## config.mk

```make
export PLATFORM = sky130hd
export DESIGN_NAME = avg_pool_accum
export DESIGN_NICKNAME = d
export VERILOG_FILES = /design/src/rtl/avg_pool_accum.sv
export SDC_FILE = /design/constraint.sdc
export NUM_CORES = 1
export LEC_CHECK = 0
export CAP_MARGIN = 40
export CORE_MARGIN = 3
export CORE_UTILIZATION = 33
export DETAILED_ROUTE_END_ITERATION = 8
export PLACE_DENSITY = 0.57
export SLEW_MARGIN = 20
export SYNTH_ARGS = -nofsm -noshare
export SYNTH_HDL_FRONTEND = slang
export SYNTH_SLANG_ARGS = --single-unit
```

## constraint.sdc

```tcl
create_clock -name i_clk -period 5.95 [get_ports i_clk]
set_clock_uncertainty 0.15 [all_clocks]
set_input_delay 1.19 -clock i_clk [delete_from_list [all_inputs] [get_ports i_clk]]
set_output_delay 1.19 -clock i_clk [all_outputs]
set_load 0.05 [all_outputs]
```

## src/rtl/avg_pool_accum.sv

```systemverilog
`default_nettype none
// ============================================================================
// Module   : avg_pool_accum
// Brief    : Global-average-pooling accumulator: per-channel saturating lane
//            sums, drained as scaled, clamped averages over valid/ready.
// Revision : 1.0  initial release
// ============================================================================
module avg_pool_accum #(
  parameter int DATA_W   = 10,
  parameter int LANES    = 9,
  parameter int CHANNELS = 4,
  parameter int ACC_W    = 22,
  parameter int SHIFT    = 12,
  parameter int ROUND    = 0,
  localparam int CH_W    = (CHANNELS > 1) ? $clog2(CHANNELS) : 1
) (
  input  logic                    i_clk,
  input  logic                    i_reset,
  input  logic                    i_start,
  input  logic                    i_valid,
  input  logic                    i_last,
  input  logic [CH_W-1:0]         i_ch,
  input  logic [LANES*DATA_W-1:0] i_data,
  output logic                    o_in_ready,
  output logic                    o_valid,
  output logic [CH_W-1:0]         o_ch,
  output logic [DATA_W-1:0]       o_data,
  input  logic                    i_ready,
  output logic                    o_done,
  output logic                    o_ovf
);

  localparam int c_SUM_W = DATA_W + $clog2(LANES + 1);
  localparam int c_ADD_W = ((ACC_W > c_SUM_W) ? ACC_W : c_SUM_W) + 1;
  localparam logic [ACC_W-1:0]  c_ACC_MAX  = '1;
  localparam logic [DATA_W-1:0] c_DATA_MAX = '1;
  localparam logic [ACC_W:0]    c_HALF     = ((ROUND != 0) && (SHIFT > 0)) ?
      ((ACC_W+1)'(1) << ((SHIFT > 0) ? (SHIFT - 1) : 0)) : '0;
  localparam logic [CH_W-1:0]   c_LAST_CH  = CH_W'(CHANNELS - 1);

  typedef enum logic [1:0] {
    S_IDLE  = 2'd0,
    S_ACCUM = 2'd1,
    S_DRAIN = 2'd2
  } state_t;

  state_t              r_state;
  logic [ACC_W-1:0]    r_acc [CHANNELS];
  logic                r_in_ready;
  logic                r_valid;
  logic                r_done;
  logic                r_ovf;
  logic [CH_W-1:0]     r_ch;
  logic [DATA_W-1:0]   r_data;

  logic [c_SUM_W-1:0]  w_sum;
  logic [ACC_W-1:0]    w_acc_sel;
  logic [ACC_W-1:0]    w_acc_next;
  logic [ACC_W-1:0]    w_load_acc;
  logic [c_ADD_W-1:0]  w_add;
  logic                w_ch_ok;
  logic                w_wr;
  logic                w_sat;
  logic [CH_W-1:0]     w_load_ch;
  logic [ACC_W:0]      w_rnd;
  logic [ACC_W:0]      w_shr;
  logic [DATA_W-1:0]   w_load_data;

  always_comb begin
    w_sum = '0;
    for (int k = 0; k < LANES; k++) begin
      w_sum = w_sum + c_SUM_W'(i_data[k*DATA_W +: DATA_W]);
    end
  end

  assign w_ch_ok = (32'(i_ch) < 32'(CHANNELS));
  assign w_wr    = (r_state == S_ACCUM) && i_valid && w_ch_ok;

  always_comb begin
    w_acc_sel = '0;
    for (int c = 0; c < CHANNELS; c++) begin
      if (i_ch == CH_W'(c)) w_acc_sel = r_acc[c];
    end
  end

  assign w_add      = c_ADD_W'(w_acc_sel) + c_ADD_W'(w_sum);
  assign w_sat      = (w_add > c_ADD_W'(c_ACC_MAX));
  assign w_acc_next = w_sat ? c_ACC_MAX : w_add[ACC_W-1:0];

  // The result to register next: channel 0 on the last beat (which may itself
  // be updating channel 0 this cycle), otherwise the channel after o_ch.
  assign w_load_ch = (r_state == S_DRAIN) ? (r_ch + CH_W'(1)) : '0;

  always_comb begin
    w_load_acc = '0;
    for (int c = 0; c < CHANNELS; c++) begin
      if (w_load_ch == CH_W'(c)) w_load_acc = r_acc[c];
    end
    if (w_wr && (i_ch == '0)) w_load_acc = w_acc_next;
  end

  assign w_rnd       = {1'b0, w_load_acc} + c_HALF;
  assign w_shr       = w_rnd >> SHIFT;
  assign w_load_data = (w_shr > (ACC_W+1)'(c_DATA_MAX)) ? c_DATA_MAX : w_shr[DATA_W-1:0];

  always_ff @(posedge i_clk or negedge i_reset) begin
    if (!i_reset) begin
      r_state    <= S_IDLE;
      r_in_ready <= 1'b0;
      r_valid    <= 1'b0;
      r_done     <= 1'b0;
      r_ovf      <= 1'b0;
      r_ch       <= '0;
      r_data     <= '0;
      for (int c = 0; c < CHANNELS; c++) r_acc[c] <= '0;
    end else begin
      r_done <= 1'b0;
      case (r_state)
        S_IDLE: begin
          if (i_start) begin
            for (int c = 0; c < CHANNELS; c++) r_acc[c] <= '0;
            r_ovf      <= 1'b0;
            r_in_ready <= 1'b1;
            r_state    <= S_ACCUM;
          end
        end
        S_ACCUM: begin
          if (i_valid) begin
            for (int c = 0; c < CHANNELS; c++) begin
              if (w_wr && (i_ch == CH_W'(c))) r_acc[c] <= w_acc_next;
            end
            if (w_wr && w_sat) r_ovf <= 1'b1;
            if (i_last) begin
              r_in_ready <= 1'b0;
              r_valid    <= 1'b1;
              r_ch       <= '0;
              r_data     <= w_load_data;
              r_state    <= S_DRAIN;
            end
          end
        end
        S_DRAIN: begin
          if (i_ready) begin
            if (r_ch == c_LAST_CH) begin
              r_valid <= 1'b0;
              r_done  <= 1'b1;
              r_ch    <= '0;
              r_data  <= '0;
              r_state <= S_IDLE;
            end else begin
              r_ch   <= r_ch + CH_W'(1);
              r_data <= w_load_data;
            end
          end
        end
        default: r_state <= S_IDLE;
      endcase
    end
  end

  assign o_in_ready = r_in_ready;
  assign o_valid    = r_valid;
  assign o_ch       = r_ch;
  assign o_data     = r_data;
  assign o_done     = r_done;
  assign o_ovf      = r_ovf;

endmodule
`default_nettype wire

```

# Yosys cells after proc, flatten, opt, wreduce, memory -nomap -nowiden

Index checks and enable logic that the tools add are counted.

Add/sub/neg operators: 10
Order comparisons: 2
Equality and inequality tests: 19
Multiplexer cells: 51
Reductions and logical operators: 20

Operator list:

| operator               | number |
|---|---|
| $mux W22               | 14 |
| $mux W88               | 2 |
| $pmux W88 S2           | 1 |
| $add A14 B10 Y14       | 4 |
| $mux W10               | 5 |
| $reduce_and A4 Y1      | 7 |
| $add A22 B14 Y23       | 1 |
| $gt A23 B22 Y1 const B | 1 |
| $mux W2                | 10 |
| $pmux W10 S2           | 1 |
| $add A13 B10 Y14       | 1 |
| $add A12 B10 Y13       | 1 |
| $mux W1                | 13 |
| $add A11 B10 Y12       | 1 |
| $eq A2 B2 Y1 const B   | 6 |
| $ne A2 B1 Y1 const B   | 6 |
| $add A10 B10 Y11       | 1 |
| $gt A10 B10 Y1 const B | 1 |
| $reduce_and A5 Y1      | 2 |
| $ne A2 B2 Y1 const B   | 4 |
| $eq A2 B1 Y1 const B   | 3 |
| $logic_and A1 B1 Y1    | 6 |
| $logic_not A2 Y1       | 3 |
| $pmux W1 S2            | 3 |
| other kinds (4)        | 5 |

Bits in registers: 106
Input bits: 98
Logic and storage cells: 113

# Depth between registers and ports, before layout

Depth after elaboration: 17
Mapped depth: 21
Depth with buffers taken out: 19

# Worst setup path after synthesis

OpenSTA, ideal clock, no wires.

Kind: input to register
Start point: input port i_ch[0]
End point: register r_data[9], in the netlist o_data[9]
Library setup time: 126 ps
Data arrival time: 6250 ps
Required time: 5674 ps
Setup slack: -576 ps
Stages on the path: 18
Cells stage by stage: buf_6 -> clkbuf_1 -> buf_2 -> mux4_2 -> ha_1 -> inv_1 -> fa_1 -> inv_1 -> fa_1 -> ha_1 -> ha_1 -> and2_1 -> a21boi_0 -> o21ai_0 -> o211a_1 -> nor4_1 -> mux2_4 -> a221o_1

Cells in the longest elaborated chain, start to end: 14
Elaborated cells on any way between the ends: 20

Ends and longest elaborated chain:

| what                               | line     | source |
|---|---|---|
| from (decl)                        | 22       | `input logic [CH_W-1:0] i_ch,` |
| $logic_not A2 Y1                   | 82, 99   |  |
| $mux W22 (4 in a row)              | 82       | `if (i_ch == CH_W'(c)) w_acc_sel = r_acc[c];` |
| $add A22 B14 Y23                   | 86       | `assign w_add = c_ADD_W'(w_acc_sel) + c_ADD_W'(w_sum);` |
| $gt A23 B22 Y1                     | 87       | `assign w_sat = (w_add > c_ADD_W'(c_ACC_MAX));` |
| $mux W22                           | 88       | `assign w_acc_next = w_sat ? c_ACC_MAX : w_add[ACC_W-1:0];` |
| $mux W22 (*)                       | 99       | `if (w_wr && (i_ch == '0)) w_load_acc = w_acc_next;` |
| $gt A10 B10 Y1                     | 104      | `assign w_load_data = (w_shr > (ACC_W+1)'(c_DATA_MAX)) ? c_DATA_MAX : w_shr[DATA_W-1:0];` |
| $mux W10 (*)                       | 104      |  |
| $mux W10, on equally long branches | 144, 133 |  |
| $mux W10, on equally long branches | 143, 128 |  |
| $pmux W10 S2 (*)                   | 118      | `case (r_state)` |
| to (signal assigned)               | 137      | `r_data <= w_load_data;` |
| to (signal assigned)               | 152      | `r_data <= w_load_data;` |
| to (decl)                          | 54       | `logic [DATA_W-1:0] r_data;` |

Mark *: on every way between the ends. The rest lies on a longest branch, timed or not. The select of a mux whose other input is x is not followed.
A chain may end at the register's enable or synchronous reset.

# Worst setup path after layout

Start point: input port i_data[27]
End point: register r_data[9], in the netlist o_data[9]

Cells in the longest elaborated chain, start to end: 16
Elaborated cells on any way between the ends: 18

Ends and longest elaborated chain:

| what                               | line     | source |
|---|---|---|
| from (decl)                        | 23       | `input logic [LANES*DATA_W-1:0] i_data,` |
| $add A11 B10 Y12 (*)               | 72       | `w_sum = w_sum + c_SUM_W'(i_data[k*DATA_W +: DATA_W]);` |
| $add A12 B10 Y13 (*)               | 72       |  |
| $add A13 B10 Y14 (*)               | 72       |  |
| $add A14 B10 Y14 (*) (4 in a row)  | 72       |  |
| $add A22 B14 Y23 (*)               | 86       |  |
| $gt A23 B22 Y1                     | 87       |  |
| $mux W22 (*)                       | 88       |  |
| $mux W22 (*)                       | 99       |  |
| $gt A10 B10 Y1                     | 104      |  |
| $mux W10 (*)                       | 104      |  |
| $mux W10, on equally long branches | 144, 133 |  |
| $mux W10, on equally long branches | 143, 128 |  |
| $pmux W10 S2 (*)                   | 118      |  |

Marked as above.

==> results.sh <==
export IMPL_fillCellCount=2236
export IMPL_yosysSeqAreaShare=0.336
export IMPL_path_common_cell="fa_1"
export IMPL_powerDensity_nw_per_um2=704
export IMPL_hold_viol=0
export IMPL_wl_per_cell_um=17.0
export IMPL_grt_pass1_wl_mm=35.0
export IMPL_netlist_area_um2=7900
export IMPL_rows=55
export IMPL_syn_avg_cell_area_um2=10.1
export IMPL_synthCells=786
export IMPL_grt_pass1_vias=6560
export IMPL_crit_fanout=3
export IMPL_cts_root_buffer="clkbuf_16"
export IMPL_crit_arrival_ns=5.92
export IMPL_ys_types=59
export IMPL_port_buffers=113
export IMPL_globalplace_congestion=0.867
export IMPL_async_reset_ff_frac=1.00
export IMPL_dieArea_um2=25800
export IMPL_cts_buffer_depth=2
export IMPL_drive_above_1_share=0.234
export IMPL_end_kind="register"
export IMPL_design_core_area_um2=23100
export IMPL_post_place_ws_ns=-0.736
export IMPL_synth_nets=989
export IMPL_die_w_um=161
export IMPL_setup_violations=0
export IMPL_grt_max_degree=56
export IMPL_overflow=0
export IMPL_antenna_cells=0
export IMPL_fin_ws_ns=0.113
export IMPL_cp_cell_sequence="clkdlybuf4s15_2 > inv_8 > fa_1 > inv_1 > fa_1 > fa_1 > fa_1 > inv_1 > fa_1 > inv_2 > ha_4 > a21o_1 > a32oi_2 > o221ai_1 > a31o_2 > buf_6 > a21o_1 > mux2_4 > a221o_1"
export IMPL_worst_slew_pin_slew_ns=0.800
export IMPL_placed_cell_area_um2=9840
export IMPL_htreeDepth=3
export IMPL_antenna_found_initial=0
export IMPL_clock_sinks=106
export IMPL_clk_latency_ns=0.35
export IMPL_fin_setup_tns_ns=0
export IMPL_synth_warnings=0
export IMPL_clk_pin_slew_ns=0.07
export IMPL_cts_tree="yes"
export IMPL_timing_fmax_mhz=171
export IMPL_fin_cells=1262
export IMPL_place_detailed_instances=1239
export IMPL_ant_nets=0
export IMPL_slew_headroom=0.466
export IMPL_irDropWorstVdd_mv=0.521
export IMPL_critical_path_slowest_cell="fa_1"
export IMPL_cts_buffers_inserted=9
export IMPL_synth_edf_count=0
export IMPL_start_util=0.343
export IMPL_required_ns=6.04
export IMPL_nNetsFinal=1148
export IMPL_grt_total_usage=0.169
export IMPL_areaGrowthSynthToFinish_pct=31.2
export IMPL_drv_cap=0
export IMPL_firstDrtPassIters=5
export IMPL_crit_buf_inv=6
export IMPL_min_period_ns=5.84
export IMPL_postSynthRegisterBits=106
export IMPL_drc=0
export IMPL_worstHoldPathType="register to register"
export IMPL_drt_iter0_drc=395
export IMPL_synth_main_ff_cell="dfrtp_1"
export IMPL_slowest_delay_ns=0.53
export IMPL_status="completed"
export IMPL_leakage_uw=0.00490
export IMPL_ctsHoldBuffers=0
export IMPL_startpoint_type="primary input"
export IMPL_ioPinCount=114
export IMPL_min_period_over_period=0.981
export IMPL_drv_slew=0
export IMPL_crit_family="adder cells"
export IMPL_routed_wl_mm=21.5
export IMPL_die_h_um=161
export IMPL_vias=6329
export IMPL_stdcell_area_um2=10400
export IMPL_path_class="primary input to register"
export IMPL_avgViaCountPerCell=5.02
export IMPL_dp_hpwl_mm=15.9
==> logic make-up (layout without fill, tap and decap cells) <==
group                    Yosys count  after routing  share of synthesized area
AO/OA/AOI/OAI                    202            202                      0.159
multiplexers                      39             39                     0.0857
AND/OR/NAND/NOR                  185            185                      0.101
adder cells (fa/ha/maj)          105            105                      0.239
buffers and inverters            139            302                     0.0689
XOR/XNOR                          10             10                     0.0111
flip-flops                       106            106                      0.336
==> registers in the layout, summed over array words and instances (netlist names) <==
| register | flops |
|---|---|
| r_acc | 88 |
| o_done | 1 |
| o_ch | 2 |
| o_data | 10 |
| o_valid | 1 |
| o_ovf | 1 |
| r_state | 2 |
| o_in_ready | 1 |
==> Yosys cell counts, drive strengths merged (5+ instances only) <==
| cell | number | area (µm²) |
|---|---|---|
| a21o | 7 | 52.6 |
| a21oi | 22 | 114 |
| a22o | 18 | 158 |
| a22oi | 11 | 82.6 |
| a31oi | 6 | 37.5 |
| buf | 8 | 52.6 |
| clkbuf | 25 | 93.8 |
| dfrtp | 106 | 2650 |
| fa | 77 | 1540 |
| ha | 28 | 350 |
| inv | 106 | 398 |
| mux2 | 7 | 82.6 |
| mux2i | 11 | 110 |
| mux4 | 21 | 484 |
| nand2 | 113 | 424 |
| nand2b | 5 | 31.3 |
| nand3 | 13 | 70.1 |
| nor2 | 35 | 134 |
| o21a | 6 | 45.0 |
| o21ai | 99 | 495 |
| o221ai | 5 | 43.8 |
| o22ai | 6 | 37.5 |
| xnor2 | 5 | 43.8 |
| xor2 | 5 | 43.8 |
==> metal layers <==
metal / vias up / GRT usage / routed length [µm]
li1: 2983 / - / -
met1: 3201 / 0.227 / 9300
met2: 126 / 0.292 / 11100
met3: 19 / 0.0289 / 841
met4: 0 / 0.0293 / 260
met5: - / 0 / 0
==> stage by stage <==
stage	hold slack [ns]	util	total power, µW
2_1_floorplan	0.295	-	4430
3_3_place_gp	0.307	0.426	6080
3_5_place_dp	0.315	0.427	6090
4_1_cts	0.331	0.443	7070
5_1_grt	0.360	0.450	8010
6_report	0.329	0.450	7300
==> cells in the final DEF, fill, tap and decap left out, types with 24 or more instances in the layout <==
cell type / netlist / layout
buf_4: 0 / 66
clkdlybuf4s50_1: 0 / 29
dfrtp_1: 106 / 106
dlygate4sd2_1: 0 / 29
dlymetal6s2s_1: 0 / 29
fa_1: 77 / 53
fa_2: 0 / 24
inv_1: 105 / 65
inv_2: 1 / 40
nand2_1: 113 / 111
nor2_1: 34 / 32
o21ai_0: 94 / 90
==> report_power, final <==
group / switching, µW / internal (µW)
clock network: 278 / 369
registers: 137 / 931
logic: 2950 / 2640
==> repair_timing <==
action / CTS / global route
gates resized for setup: 107 / 108
endpoints found under the setup margin: 99 / 83
pin swaps: 79 / 72
setup buffers: 5 / 3
==> worst paths after layout <==
check                           start        end  slack (ns)  depth (start not counted)
setup / recovery           i_data[27]  o_data[9]        0.11                         19
hold / removal               r_acc[5]   r_acc[5]        0.33                          2
setup reg to reg            r_acc[10]  o_data[9]        1.08                         16
hold reg to reg              r_acc[5]   r_acc[5]        0.33                          2
max in group asynchronous     i_reset  r_acc[67]        3.76                          2
min in group asynchronous     i_reset  r_acc[82]        0.74                          1
==> area by class of cell <==
class / instances / area, µm² / area share
inverters: 106 / 405 / 0.0391
repair buffers: 181 / 1620 / 0.157
clock buffers: 11 / 233 / 0.0224
multi-input cells: 541 / 4990 / 0.481
well taps: 313 / 392 / 0.0378
clock inverters: 4 / 77.6 / 0.00748
flip-flops and latches: 106 / 2650 / 0.256
==> worst register-to-register path, cell delays in order, from the launching register on <==
cell,delay (ns)
dfrtp_1,0.38
mux4_2,0.53
ha_1,0.31
inv_1,0.05
fa_1,0.53
inv_1,0.06
fa_1,0.47
ha_1,0.31
ha_1,0.31
and2_4,0.17
a32oi_2,0.24
o221ai_1,0.14
a31o_2,0.27
buf_6,0.12
a21o_1,0.16
mux2_4,0.26
a221o_1,0.29
(Power assumes the default switching activity.)
